===== config.mk =====
export PLATFORM = sky130hd
export DESIGN_NAME = twdl_idx_gen_flat
export DESIGN_NICKNAME = d
export VERILOG_FILES = /design/src/rtl/twdl_idx_gen_pkg.sv /design/src/rtl/twdl_idx_gen_if.sv /design/src/rtl/twdl_idx_gen_wrap_cnt.sv /design/src/rtl/twdl_idx_gen.sv /design/src/flat_wrapper.sv
export SDC_FILE = /design/constraint.sdc
export NUM_CORES = 1
export LEC_CHECK = 0
export BUFFER_PORTS_ARGS = -buffer_cell sky130_fd_sc_hd__buf_2
export CAP_MARGIN = 20
export CORE_ASPECT_RATIO = 1.4
export CORE_MARGIN = 3
export CORE_UTILIZATION = 51
export DETAILED_ROUTE_END_ITERATION = 16
export PLACE_DENSITY = 0.75
export SETUP_SLACK_MARGIN = 0.05
export SYNTH_ARGS = -nofsm -noshare
export SYNTH_HDL_FRONTEND = slang
export SYNTH_SLANG_ARGS = --single-unit

===== constraint.sdc =====
create_clock -name clk -period 3.3 [get_ports clk]
set_input_delay 0.495 -clock clk [delete_from_list [all_inputs] [get_ports clk]]
set_output_delay 0.495 -clock clk [all_outputs]
set_load 0.01 [all_outputs]

===== src/rtl/twdl_idx_gen_pkg.sv =====
// twdl_pkg: shared types and constants for the twiddle index sequencer.
//   tw_idx_t  - numerator / denominator / count word
//   state_t   - sequencer FSM states
//   NBR       - numerator lanes (largest radix)
//   BYPASS_L  - denominator value that marks a bypass stage
//   MIN_R/MAX_R - legal radix range
//   cfg_legal - start-time config check
package twdl_pkg;

    typedef logic [11:0] tw_idx_t;

    typedef enum logic [1:0] {
        IDLE = 2'd0,
        RUN  = 2'd1,
        DONE = 2'd2
    } state_t;

    localparam int NBR      = 5;
    localparam int BYPASS_L = 3;
    localparam int MIN_R    = 2;
    localparam int MAX_R    = 5;

    // Inputs are pre-reduced to "is non-zero" flags so the check stays width-agnostic.
    function automatic logic cfg_legal(input logic [2:0] r,
                                       input logic       m_nz,
                                       input logic       g_nz);
        return m_nz && g_nz && (r >= 3'(MIN_R)) && (r <= 3'(MAX_R));
    endfunction

endpackage


===== src/rtl/twdl_idx_gen_if.sv =====
// twdl_idx_gen_if: start/config/step handshake and twiddle outputs of the sequencer.
//   master: drives start, cfg_*, step; observes twiddle outputs and status.
//   slave : the sequencer side.
interface twdl_idx_gen_if #(
    parameter int wIdx = $bits(twdl_pkg::tw_idx_t),
    parameter int NBR  = twdl_pkg::NBR
) ();
    import twdl_pkg::*;

    logic                         start;
    logic [2:0]                   cfg_factor;
    logic [wIdx-1:0]              cfg_m;
    logic [wIdx-1:0]              cfg_ngrp;
    logic [wIdx-1:0]              cfg_demontr;
    logic                         step;
    logic [0:NBR-1][wIdx-1:0]     twdl_numrtr;
    logic [wIdx-1:0]              twdl_demontr;
    logic [2:0]                   factor;
    logic                         tw_val;
    logic                         busy;
    logic                         done;
    logic                         err;

    modport master (
        output start, cfg_factor, cfg_m, cfg_ngrp, cfg_demontr, step,
        input  twdl_numrtr, twdl_demontr, factor, tw_val, busy, done, err
    );

    modport slave (
        input  start, cfg_factor, cfg_m, cfg_ngrp, cfg_demontr, step,
        output twdl_numrtr, twdl_demontr, factor, tw_val, busy, done, err
    );

endinterface


===== src/rtl/twdl_idx_gen_wrap_cnt.sv =====
// twdl_wrap_cnt: enabled down-counter with a programmable terminal count.
//   clk, rst_n - clock, synchronous active-low reset
//   load       - (re)load the counter with term and remember term for later wraps
//   term       - terminal count (number of enabled cycles per wrap minus one)
//   en         - count enable
//   wrap       - high on the enabled cycle that completes a full period
module twdl_wrap_cnt #(
    parameter int W = $bits(twdl_pkg::tw_idx_t)
) (
    input  logic         clk,
    input  logic         rst_n,
    input  logic         load,
    input  logic [W-1:0] term,
    input  logic         en,
    output logic         wrap
);
    import twdl_pkg::*;

    logic [W-1:0] cnt;
    logic [W-1:0] term_q;

    always_ff @(posedge clk) begin
        if (!rst_n) begin
            cnt    <= '0;
            term_q <= '0;
        end else if (load) begin
            cnt    <= term;
            term_q <= term;
        end else if (en) begin
            cnt <= (cnt == '0) ? term_q : cnt - W'(1);
        end
    end

    assign wrap = en && (cnt == '0);

endmodule


===== src/rtl/twdl_idx_gen.sv =====
// twdl_idx_gen: twiddle index sequencer for one mixed-radix FFT stage.
// Latches radix/M/G/L on start, then walks butterfly index p (outer) and
// group index g (inner) one position per step, emitting the numerators
// i*p per lane one cycle after each step.
//   clk, rst_n - clock, synchronous active-low reset
//   bus        - twdl_idx_gen_if.slave (start/cfg/step in, numerators/status out)
//
// state | meaning
// ------+--------------------------------------------------------------
// IDLE  | waiting for a legal start; config outputs hold the last stage
// RUN   | stage in progress, one (p,g) position consumed per step
// DONE  | single cycle after the last step, done pulse
module twdl_idx_gen #(
    parameter int wIdx = $bits(twdl_pkg::tw_idx_t),
    parameter int NBR  = twdl_pkg::NBR
) (
    input  logic           clk,
    input  logic           rst_n,
    twdl_idx_gen_if.slave  bus
);
    import twdl_pkg::*;

    state_t state, state_nxt;

    logic                      cfg_ok;
    logic                      accept;
    logic                      run_step;
    logic                      g_wrap;
    logic                      p_wrap;
    logic                      last_step;
    logic                      bypass;
    logic                      err_set;

    logic [2:0]                factor_q;
    logic [wIdx-1:0]           demontr_q;
    logic [wIdx-1:0]           acc [NBR];
    logic [0:NBR-1][wIdx-1:0]  numrtr_q;
    logic                      tw_val_q;
    logic                      err_q;
    logic                      busy;
    logic                      done;

    assign cfg_ok    = cfg_legal(bus.cfg_factor, bus.cfg_m != '0, bus.cfg_ngrp != '0);
    assign accept    = (state == IDLE) && bus.start && cfg_ok;
    assign run_step  = (state == RUN) && bus.step;
    assign last_step = g_wrap && p_wrap;
    assign bypass    = (demontr_q == wIdx'(BYPASS_L));

    // Ignored starts/steps and rejected configs all flag the sticky error.
    assign err_set = (bus.start && ((state != IDLE) || !cfg_ok))
                   || (bus.step && (state != RUN));

    // g advances every step; p advances only when g wraps.
    twdl_wrap_cnt #(.W(wIdx)) u_g_cnt (
        .clk   (clk),
        .rst_n (rst_n),
        .load  (accept),
        .term  (bus.cfg_ngrp - wIdx'(1)),
        .en    (run_step),
        .wrap  (g_wrap)
    );

    twdl_wrap_cnt #(.W(wIdx)) u_p_cnt (
        .clk   (clk),
        .rst_n (rst_n),
        .load  (accept),
        .term  (bus.cfg_m - wIdx'(1)),
        .en    (g_wrap),
        .wrap  (p_wrap)
    );

    always_ff @(posedge clk) begin
        if (!rst_n) begin
            state <= IDLE;
        end else begin
            state <= state_nxt;
        end
    end

    always_comb begin
        state_nxt = state;
        case (state)
            IDLE:    if (accept) state_nxt = RUN;
            RUN:     if (last_step) state_nxt = DONE;
            DONE:    state_nxt = IDLE;
            default: state_nxt = IDLE;
        endcase
    end

    always_comb begin
        busy = 1'b0;
        done = 1'b0;
        case (state)
            RUN:     busy = 1'b1;
            DONE:    done = 1'b1;
            default: ;
        endcase
    end

    always_ff @(posedge clk) begin
        if (!rst_n) begin
            factor_q  <= '0;
            demontr_q <= '0;
            err_q     <= 1'b0;
        end else begin
            if (accept) begin
                factor_q  <= bus.cfg_factor;
                demontr_q <= bus.cfg_demontr;
            end
            err_q <= err_set || (err_q && !accept);
        end
    end

    // acc[i] tracks i*p: add i on every p advance, clear on p wrap.
    // Lanes at or above the radix are never advanced and stay 0.
    always_ff @(posedge clk) begin
        if (!rst_n) begin
            for (int i = 0; i < NBR; i++) acc[i] <= '0;
        end else if (accept) begin
            for (int i = 0; i < NBR; i++) acc[i] <= '0;
        end else if (g_wrap) begin
            for (int i = 0; i < NBR; i++) begin
                if (p_wrap) begin
                    acc[i] <= '0;
                end else if (i < int'(factor_q)) begin
                    acc[i] <= acc[i] + wIdx'(i);
                end
            end
        end
    end

    // Numerators capture the (p,g) that was current when the step arrived.
    always_ff @(posedge clk) begin
        if (!rst_n) begin
            numrtr_q <= '0;
            tw_val_q <= 1'b0;
        end else begin
            tw_val_q <= run_step;
            if (run_step) begin
                for (int i = 0; i < NBR; i++) begin
                    numrtr_q[i] <= bypass ? '0 : acc[i];
                end
            end
        end
    end

    assign bus.twdl_numrtr  = numrtr_q;
    assign bus.twdl_demontr = demontr_q;
    assign bus.factor       = factor_q;
    assign bus.tw_val       = tw_val_q;
    assign bus.busy         = busy;
    assign bus.done         = done;
    assign bus.err          = err_q;

endmodule


===== src/flat_wrapper.sv =====
// flat-port wrapper written by rule: the top's interface ports become plain ports
module twdl_idx_gen_flat import twdl_pkg::*;
#(
    parameter int wIdx = $bits(twdl_pkg::tw_idx_t),
    parameter int NBR  = twdl_pkg::NBR
)
  (clk, rst_n, bus_start, bus_cfg_factor, bus_cfg_m, bus_cfg_ngrp, bus_cfg_demontr, bus_step, bus_twdl_numrtr, bus_twdl_demontr, bus_factor, bus_tw_val, bus_busy, bus_done, bus_err);
  twdl_idx_gen_if #(.wIdx(wIdx), .NBR(NBR)) bus_i ();
  input  logic clk;
  input  logic rst_n;
  input wire logic [$bits(bus_i.start)-1:0] bus_start;
  input wire logic [$bits(bus_i.cfg_factor)-1:0] bus_cfg_factor;
  input wire logic [$bits(bus_i.cfg_m)-1:0] bus_cfg_m;
  input wire logic [$bits(bus_i.cfg_ngrp)-1:0] bus_cfg_ngrp;
  input wire logic [$bits(bus_i.cfg_demontr)-1:0] bus_cfg_demontr;
  input wire logic [$bits(bus_i.step)-1:0] bus_step;
  output wire logic [$bits(bus_i.twdl_numrtr)-1:0] bus_twdl_numrtr;
  output wire logic [$bits(bus_i.twdl_demontr)-1:0] bus_twdl_demontr;
  output wire logic [$bits(bus_i.factor)-1:0] bus_factor;
  output wire logic [$bits(bus_i.tw_val)-1:0] bus_tw_val;
  output wire logic [$bits(bus_i.busy)-1:0] bus_busy;
  output wire logic [$bits(bus_i.done)-1:0] bus_done;
  output wire logic [$bits(bus_i.err)-1:0] bus_err;
  assign bus_i.start = bus_start;
  assign bus_i.cfg_factor = bus_cfg_factor;
  assign bus_i.cfg_m = bus_cfg_m;
  assign bus_i.cfg_ngrp = bus_cfg_ngrp;
  assign bus_i.cfg_demontr = bus_cfg_demontr;
  assign bus_i.step = bus_step;
  assign bus_twdl_numrtr = bus_i.twdl_numrtr;
  assign bus_twdl_demontr = bus_i.twdl_demontr;
  assign bus_factor = bus_i.factor;
  assign bus_tw_val = bus_i.tw_val;
  assign bus_busy = bus_i.busy;
  assign bus_done = bus_i.done;
  assign bus_err = bus_i.err;
  twdl_idx_gen #(.wIdx(wIdx), .NBR(NBR)) u_core (.clk(clk), .rst_n(rst_n), .bus(bus_i));
endmodule

==> results by group <==
Run status
  – Outcome: finished clean

Worst setup path
  – Max FO, Critical Path: 10
  – CP required: about 3.3 ns
  – Critical Path Start Type: register
  – R2R Setup Slk: approximately 0.6 ns
  – Setup crit end kind: register
  – Crit. Startpoint: u_core.u_p_cnt.cnt[3]
  – WS Path Type: reg -> reg
  – Reg2reg end: u_core.acc[4][11]
  – RR Startpoint: u_core.u_p_cnt.cnt[3]
  – Critical path arrival: approximately 2.7 ns
  – R2R cell count: 5

Synth
  – Ys flop type: dfxtp_1
  – Most frequent cell after synthesis: nor2_1
  – Post-Syn Area: about 7500 sq um
  – Synth async-reset ratio: 0%
  – Top cell type's share of synthesized area: 30.1%
  – Synth cell count leaders: 141 x nor2_1, 112 x dfxtp_1, 62 x nand2_1
  – Cell accounting for the most synthesized area: dfxtp_1
  – Largest cells by area after synthesis: dfxtp_1 30%, edfxtp_1 18%, nor2_1 7.1%
  – Post-synth EDFFs: 45
  – #FFs+latches synth: between 150 and 200
  – Avg Cell Area, Syn: 9.16 sq um
  – Unique masters post-synth: ~70
  – Synth warn: 0
  – Cell count after synthesis: between 800 and 900
  – Sequential area share after synthesis: about half

Routing
  – Residual DRC count: 0
  – Initial DRC count: 334
  – Drt first pass iters: 5
  – DR vias: 6082
  – Final antenna-violating net count: 0
  – Drt total wl: 16600 microns
  – Wire per inst: ~15 microns
  – Via density: approximately 5.5

STA
  – Unrepaired setup endpoints after global routing: false
  – Final TNS setup: 0 ns
  – # setup viols final: 0
  – Final Max Slew Viols: 0
  – Fin. Hold Viols: 0
  – Worst Hold Slack: ~0.30 ns
  – Tmin final: 2.70 ns
  – Slew HR: between 40 and 50%
  – Fmax: around 370 MHz
  – Worst Clk Skew: roughly 0.0095 ns
  – Tcrit/Tclk final: around four fifths
  – Worst slew pin tran: around 0.75 ns

Global routing
  – First-pass GRT wire length: 27100 microns
  – Grt ovf: 0
  – Pin count of the biggest net entering global routing: 56
  – Initial antenna violation count: 0
  – Vias in the first global route: ~5700
  – GRT Total Usage: a little over a fifth

Clock network
  – Num CTS Buffers: 17
  – # Post-CTS Setup Buffers: 0
  – Root buffer cell: clkbuf_16
  – CTS hold repair buffers: 0
  – Longest Clk Path Bufs: 2
  – Sink Count: ~160
  – H-tree levels: 4
  – Post_cts resized: 0
  – CTS tree: done
  – Clock latency on the worst-skew pair: approximately 0.42 ns
  – Clock-pin slew on the worst setup and hold paths: approximately 0.06 ns

Hold path
  – HP Class: in -> reg
  – Worst Hold End: u_core.u_g_cnt.term_q[0]
  – Hold Path Origin: bus_cfg_ngrp[0]
  – Hold Path Cell Cnt: 2

Floorplan
  – Die width: roughly 110 microns
  – Total I/O pin count: around 120
  – Die ar.: ~16000 sq um
  – Core ar.: roughly 14000 sq um
  – Site row count: 51
  – Chip Height: 149 microns
  – Initial core utilization: a little over half

Power and ir drop
  – Leakage: about 3.5 nW
  – VDD IR max: between 300 and 400 uV
  – Power per cell area: 558 nW/um^2
  – Combinational share of power: between 10 and 15%
  – P_int: between 0.003 and 0.004 W
  – Switch share: around 28%
  – Clock power frac: between 40% and 50%
  – NetSw: about 0.0014 W
  – Flop pwr share: a little under half

Finish
  – FF/Latch Area: between 3000 and 4000 sq um
  – Fillers: ~1300
  – # diodes: 0
  – Fraction of layout cells with a size suffix above 1: 18.9%
  – Layout Nets: just under 1000
  – Synthesis-to-layout area growth: 16.5%
  – Area of the multi-input gates: between 3000 and 4000 sq um

Job
  – Maxcap violations: 0

Place
  – Hpwl dp: between 10000 and 15000 microns
  – Final Wtd Congestion: ~0.82
  – Port bufs: roughly 110
-- cells in the final DEF (no fill, tap or decap), types with 6 or more instances in the layout --
cell type,netlist,layout
o21a_1,6,6
nor2_1,141,141
xnor2_1,27,27
clkbuf_16,0,18
xor2_1,30,30
nand2_1,62,61
and3_1,11,10
o22ai_1,8,8
nor3_1,21,21
dfxtp_1,112,112
or4_1,8,8
edfxtp_1,45,45
nand4_1,7,7
nand3_1,24,23
a22oi_1,46,46
buf_4,15,17
o31a_1,7,7
buf_2,6,106
o21ai_0,23,22
ha_1,12,12
a21oi_1,45,45
nor4_1,10,10
inv_1,22,22
conb_1,1,15
-- power groups by stage --
stage | clock network [W] | logic (W) | registers, W
after floorplan | 0 | 0.000530 | 0.00224
final | 0.00194 | 0.000694 | 0.00221
after detailed placement | 0 | 0.000690 | 0.00225
after global routing | 0.00205 | 0.000779 | 0.00223
after global placement | 0 | 0.000681 | 0.00225
after CTS | 0.00197 | 0.000696 | 0.00221
-- worst max-delay path, stage by stage (launching register included) --
cell and delay (ns):
dfxtp_1 0.35, or4_1 0.66, or4_1 0.61, nand4_1 0.15, o21bai_1 0.15, nand3b_1 0.40
-- layer usage --
metal	GRT usage (%)	part of all wire, %	up-vias
met4	7.77	1.7	0
met5	0	0	-
li1	-	-	3065
met2	35.9	51	156
met3	3.38	4.5	21
met1	26.5	43	2840
-- sequential cells by signal, summed over array words and instances, names as in the netlist, 2 cells and up --
name                     cells
u_core.acc                  45
u_core.state                 2
u_core.bus.twdl_demontr     12
u_core.u_g_cnt.cnt          12
u_core.u_p_cnt.cnt          12
u_core.bus.twdl_numrtr      45
u_core.bus.factor            3
u_core.u_g_cnt.term_q       12
u_core.u_p_cnt.term_q       12
-- cell type report --
type / count / share of cell area (%)
sequential: 157 / 41.4
multi-input combinational: 589 / 40.6
timing repair buffer: 123 / 7.58
clock buffer: 19 / 5.35
tap: 185 / 2.67
clock inverter: 13 / 1.44
inverter: 23 / 0.994
-- logic make-up (layout without fill, tap and decap cells) --
kind of cell | after synthesis | in the layout | share of synthesized area [%]
multiplexers | 5 | 5 | 0.671
adder cells (fa/ha/maj) | 12 | 12 | 2.01
AO/OA/AOI/OAI | 176 | 176 | 15.7
flip-flops | 157 | 157 | 48.2
buffers and inverters | 82 | 178 | 5.54
other | 1 | 15 | 0.0503
XOR/XNOR | 57 | 57 | 6.70
AND/OR/NAND/NOR | 324 | 324 | 21.1
-- worst max-delay path by stage --
stage                   endpoint  slack [ns]
2_1_floorplan   u_core.acc[1][0]        0.13
3_3_place_gp    u_core.acc[4][7]        0.60
3_5_place_dp    u_core.acc[4][5]        0.57
4_1_cts         u_core.acc[4][4]        0.60
5_1_grt         u_core.acc[4][4]        0.45
6_report       u_core.acc[4][11]        0.60
-- through the flow --
stage	util, %	setup slack, ns	cells	area [sq um]	power [W]
after floorplan	-	0.132	828	7510	0.00277
after global placement	57.4	0.604	1077	8100	0.00293
after detailed placement	57.4	0.572	1077	8100	0.00294
after CTS	61.6	0.602	1109	8680	0.00488
after global routing	61.6	0.448	1109	8680	0.00507
final	61.6	0.599	1109	8680	0.00485
Note: power is estimated with default switching activity, not from simulation.
